[src/rtl/m_memarb.sv]
// m_memarb: shares one single-port synchronous memory between fetch (I) and data (D) requesters.
// Optional MEMARB_STARVE_EN forces an I grant after STARVE_MAX consecutive denied cycles.
module m_memarb #(
  parameter int unsigned ADDR_W     = 12,
  parameter int unsigned DATA_W     = 32,
  parameter int unsigned STARVE_MAX = 4
) (
  input  logic              w_clk,
  input  logic              w_rst,
  input  logic              w_ireq,
  input  logic [ADDR_W-1:0] w_iaddr,
  output logic              w_igrant,
  output logic              r_ivalid,
  output logic [DATA_W-1:0] w_irdata,
  input  logic              w_dreq,
  input  logic              w_dwe,
  input  logic [ADDR_W-1:0] w_daddr,
  input  logic [DATA_W-1:0] w_dwdata,
  output logic              w_dgrant,
  output logic              r_dvalid,
  output logic [DATA_W-1:0] w_drdata,
  output logic [ADDR_W-1:0] w_maddr,
  output logic              w_mwe,
  output logic [DATA_W-1:0] w_mdin,
  input  logic [DATA_W-1:0] w_mdout,
  output logic [3:0]        r_istarve
);

  localparam int unsigned     CNT_W   = 4;
  localparam logic [CNT_W-1:0] CNT_MAX = '1;

`ifdef MEMARB_STARVE_EN
  localparam bit STARVE_EN = 1'b1;
`else
  localparam bit STARVE_EN = 1'b0;
`endif

  logic w_force_i;

  // Starvation only overrides D priority when the feature is built in
  assign w_force_i = STARVE_EN && (r_istarve >= CNT_W'(STARVE_MAX));

  // Owner selection and memory port mux; everything idles low during reset
  always_comb begin
    w_igrant = 1'b0;
    w_dgrant = 1'b0;
    w_maddr  = '0;
    w_mwe    = 1'b0;
    w_mdin   = '0;
    if (!w_rst) begin
      if (w_ireq && (!w_dreq || w_force_i)) begin
        w_igrant = 1'b1;
        w_maddr  = w_iaddr;
      end else if (w_dreq) begin
        w_dgrant = 1'b1;
        w_maddr  = w_daddr;
        w_mwe    = w_dwe;
        w_mdin   = w_dwdata;
      end
    end
  end

  // Read tags line up with the memory's one-cycle registered read
  always_ff @(posedge w_clk or posedge w_rst) begin
    if (w_rst) begin
      r_ivalid  <= 1'b0;
      r_dvalid  <= 1'b0;
      r_istarve <= '0;
    end else begin
      r_ivalid <= w_igrant;
      r_dvalid <= w_dgrant & ~w_dwe;
      if (w_ireq && !w_igrant) begin
        if (r_istarve != CNT_MAX) r_istarve <= r_istarve + CNT_W'(1);
      end else begin
        r_istarve <= '0;
      end
    end
  end

  assign w_irdata = w_mdout;
  assign w_drdata = w_mdout;

endmodule

[config.mk]
export PLATFORM = sky130hd
export DESIGN_NAME = m_memarb
export DESIGN_NICKNAME = d
export VERILOG_FILES = /design/src/rtl/m_memarb.sv
export SDC_FILE = /design/constraint.sdc
export NUM_CORES = 1
export LEC_CHECK = 0
export BUFFER_PORTS_ARGS = -buffer_cell sky130_fd_sc_hd__buf_4
export CORE_AREA = 4 4 78 80
export DETAILED_ROUTE_END_ITERATION = 6
export DIE_AREA = 0 0 82 84
export GPL_ROUTABILITY_DRIVEN = 0
export GPL_TIMING_DRIVEN = 0
export HOLD_SLACK_MARGIN = 0.05
export PLACE_DENSITY_LB_ADDON = 0.12
export SLEW_MARGIN = 5
export SYNTH_ARGS = -nofsm -noshare
export SYNTH_HDL_FRONTEND = slang
export SYNTH_SLANG_ARGS = --single-unit
[constraint.sdc]
create_clock -name w_clk -period 1.94 [get_ports w_clk]
set_input_delay 0.097 -clock w_clk [delete_from_list [all_inputs] [get_ports w_clk]]
set_output_delay 0.097 -clock w_clk [all_outputs]
set_load 0.01 [all_outputs]
=== Word-level counts from Yosys, hierarchy flattened ===
Cells that the tools add are included.
W data, S select, Z words.

* Input port bits: 93
* Output and inout port bits: 117
* Bits in registers: 6
* Logic and storage cells: 28

* $add $sub $neg: 1
* Muxes and demuxes: 16
* Reductions and logical operators: 4
* Bitwise logic cells: 2
* Equality and inequality tests: 2

{| class="wikitable"
|+ Operators by type and width
! operator !! number
|-
| $mux W32 || 3
|-
| $mux W12 || 3
|-
| $mux W1 || 8
|-
| $mux W4 || 2
|-
| $add A4 B1 Y4 const B || 1
|-
| $ne A4 B4 Y1 const B || 1
|-
| $logic_and A1 B1 Y1 || 2
|-
| $logic_not A1 Y1 || 2
|-
| $ne A2 B1 Y1 const B || 1
|-
| $and A1 B1 Y1 || 1
|-
| $not A1 Y1 || 1
|}

=== Logic depth before layout (Yosys ltp) ===
* Depth after elaboration: 7
* Depth in mapped cells: 4
* Depth with buffers taken out: 4

=== Worst setup path before layout ===
Ideal clock, no wire load.

* Kind: register to register
* From: register r_istarve[0]
* To: register r_istarve[1]
* Clock period less this slack: 1.180 ns
* Setup time: 0.134 ns
* Slack: 0.760 ns
* Required time: 1.806 ns
* Buffers on the path: 0
* Cell stages (with the launch flop): 5
* Arrival time: 1.047 ns
* Path through: dfrtp_1 -> ha_1 -> nand3_1 -> mux2i_1 -> nor2_1

* Word-level cells in the longest chain between the ends: 3
* Elaborated cells between the ends (all ways): 5
* Those cells by class: add/sub: 1; eq/ne: 2; mux: 2

{| class="wikitable"
|+ Ends and longest elaborated chain
! what !! RTL line !! text
|-
| start, declared || 26 || <nowiki>output logic [3:0] r_istarve</nowiki>
|-
| start signal, assigned || 73 || <nowiki>if (r_istarve != CNT_MAX) r_istarve <= r_istarve + CNT_W'(1);</nowiki>
|-
| $add A4 B1 Y4 || 73 ||
|-
| $mux W4 || 73 ||
|-
| $mux W4 || 72 || <nowiki>if (w_ireq && !w_igrant) begin</nowiki>
|}

Parallel ways exist; a longest one is shown, timed or not. The select of a mux whose other input is x is not followed.
A chain may end at the register's enable or synchronous reset.

=== Worst setup path after layout ===
* From: input w_rst
* To: output w_maddr[6]

* Word-level cells in the longest chain between the ends: 1

{| class="wikitable"
|+ Ends and longest elaborated chain
! what !! RTL line !! text
|-
| start, declared || 9 || <nowiki>input logic w_rst,</nowiki>
|-
| $mux W12 || 50 || <nowiki>if (!w_rst) begin</nowiki>
|-
| end, declared || 22 || <nowiki>output logic [ADDR_W-1:0] w_maddr,</nowiki>
|}

No other way between the ends.

==> metrics <==
status=completed; final setup TNS=0 ns; Slew Viols, Final=0; Max VDD drop=between 100 and 150 uV; Num CTS Buffers=3; crit path time final=1.71 ns; dpl hpwl=4720 microns; final setup vio count=0; Vias/cell=3.76; Post-Layout Cell Count=roughly 390; Total GRT Usage=0.136; global-route wire length before repair=7450 microns; initial drt markers=19; layout cell share with drive strength beyond 1=0.780; slowest stage delay, CP=0.54 ns; Filler cells=533; Data required, critical path=~1.8 ns; vias=1,482; Clock Latency Late Sink=0.22 ns; final net count=418; top-area cell type share of the netlist area=0.450; largest area contributor in the netlist=buf_4; most frequent CP cell=buf_4; most common cell after layout, fill and taps aside=buf_4; Worst Reg2Reg Path Length in Cells=4; max frequency=585 MHz; antenna-violating nets left=0; number of cell rows=27; Yosys reg bits=6; WP data arrival=1.61 ns; HP Class=in -> reg; pwr/cell area=323 nW/um^2; RSZ-0062 raised after global routing=false; sequential share of the synthesized area=0.136; Slowest-stage cell, CP=dlygate4sd3_1; Syn Area/Cell=about 7.9 sq um; Reg area=around 150 sq um; Final Cycle Share=0.882; Reg clk slew, reported paths=roughly 0.040 ns; WL/cell=13.1 microns; Finished Core Util=0.478; CTS tree=done; Chip Width=82 microns; # clock sinks=6; grt total ovfl=0; mapped cell area=between 1000 and 1500 sq um; number of warnings issued by yosys=0; MaxCap Viol Count=0; number of cells on the worst hold path=3; CP cell instances=dlygate4sd3_1, buf_4, nor3b_2, buf_4, a22o_1, buf_4; total core area=5410 sq um; Die ar.=a little under 7000 sq um; Clock Tree Root=clkbuf_8; final WL=slightly above 5000 microns; Least-Margin Pin Slew=0.432 ns; Post-Syn Instances=140; largest net degree at the start of global routing=12; critical path class=in -> out; Final Hold Viols=0; relative slew slack=0.709; post-synthesis net count=234; vias in the first global route=between 1.5k and 2k; Initial Util=0.204; Worst Skew=0.000714 ns; most frequent cells in the layout=buf_4, and2_1, a22o_1, dfrtp_1, nor2_1; Synth area leaders=buf_4, and2_1, dfrtp_1; P_leak=1.51 nW; area grow syn2layout=134%; DIE HEIGHT=84 microns; DP Cell Count=slightly below 400; initial antenna violation count=0; post-CTS setup repair buffer count=0; Residual DRC=0; Worst setup EP type=primary output; area occupied by multi-input gates=around 430 sq um; startpoint types=input port; Power, Total=about 830 uW; n_diodes=0; distinct cell type count after synthesis=19; I/O pins=210; Clock Path Buffers=2; drt first pass iters=2; htree depth=1; PortBufs=177; CP Max Fanout=11
flip-flops by register name, indices dropped and copies added, names as in the netlist:
register / flops
r_ivalid: 1
r_dvalid: 1
r_istarve: 4
path summary, 6_finish.rpt:
check	start	to	slack, ns
setup / recovery	w_rst	w_maddr[6]	0.23
hold / removal	w_dreq	r_ivalid	0.25
setup reg to reg	r_istarve[0]	r_istarve[1]	0.73
hold reg to reg	r_istarve[1]	r_istarve[1]	0.62
max in group asynchronous	w_rst	r_dvalid	1.36
min in group asynchronous	w_rst	r_istarve[2]	0.39
through the flow:
stage	setup slack [ns]	hold slack, ns	instance area [sq um]
after floorplan	0.760	-0.112	1100
after global placement	0.713	0.0538	2520
after detailed placement	0.733	0.0589	2520
after CTS	0.219	0.253	2580
after global routing	0.110	0.274	2580
final	0.229	0.252	2580
final cells by class:
type	instances	share of cell area
timing repair buffer	179	0.523
buffer	70	0.202
tap	72	0.0349
inverter	1	0.00145
sequential	6	0.0582
clock buffer	3	0.0160
multi-input combinational	63	0.165
metal layers:
layer / track usage / part of all wire / vias to the layer above
met1: 0.116 / 0.28 / 634
met3: 0.0605 / 0.13 / 2
met2: 0.280 / 0.59 / 98
met4: 0.0181 / 0.0037 / 0
met5: 0 / 0 / -
li1: - / - / 748
timing repair:
action                    CTS  global route
resized for setup           0             0
hold endpoints to repair    7             0
hold buffers                2             0
kinds of logic (layout without fill, tap and decap cells):
group	Yosys count	in the layout	synth area share
fa+ha+maj	1	1	0.0114
buf+inv	71	253	0.477
flops	6	6	0.136
mux	1	1	0.00909
xor+xnor	1	1	0.00796
simple gates	46	46	0.252
compound gates	14	14	0.106
cells in the mapped netlist:
cell type,number
buf_4,66
and2_1,33
a22o_1,12
dfrtp_1,6
nor2_1,4
buf_2,3
nand3_1,2
nor2b_1,2
nor3_1,2
a31oi_1,1
buf_6,1
ha_1,1
inv_1,1
mux2i_1,1
nand2_1,1
nor3b_1,1
nor3b_2,1
o21ai_0,1
xnor2_1,1
power by group:
part / total, mW / internal [mW] / switching [mW]
clock network: 0.186 / 0.133 / 0.0531
registers: 0.137 / 0.131 / 0.00577
logic: 0.509 / 0.334 / 0.176
total: 0.833 / 0.598 / 0.235
worst max-delay path, delay by kind of cell:
family / cells / cell delay [ns]
AOI/OAI and AO/OA: 1 / 0.15
buffers and inverters: 4 / 1.06
and+or+nand+nor: 1 / 0.31
No activity file was read; power rests on OpenSTA's default activity.
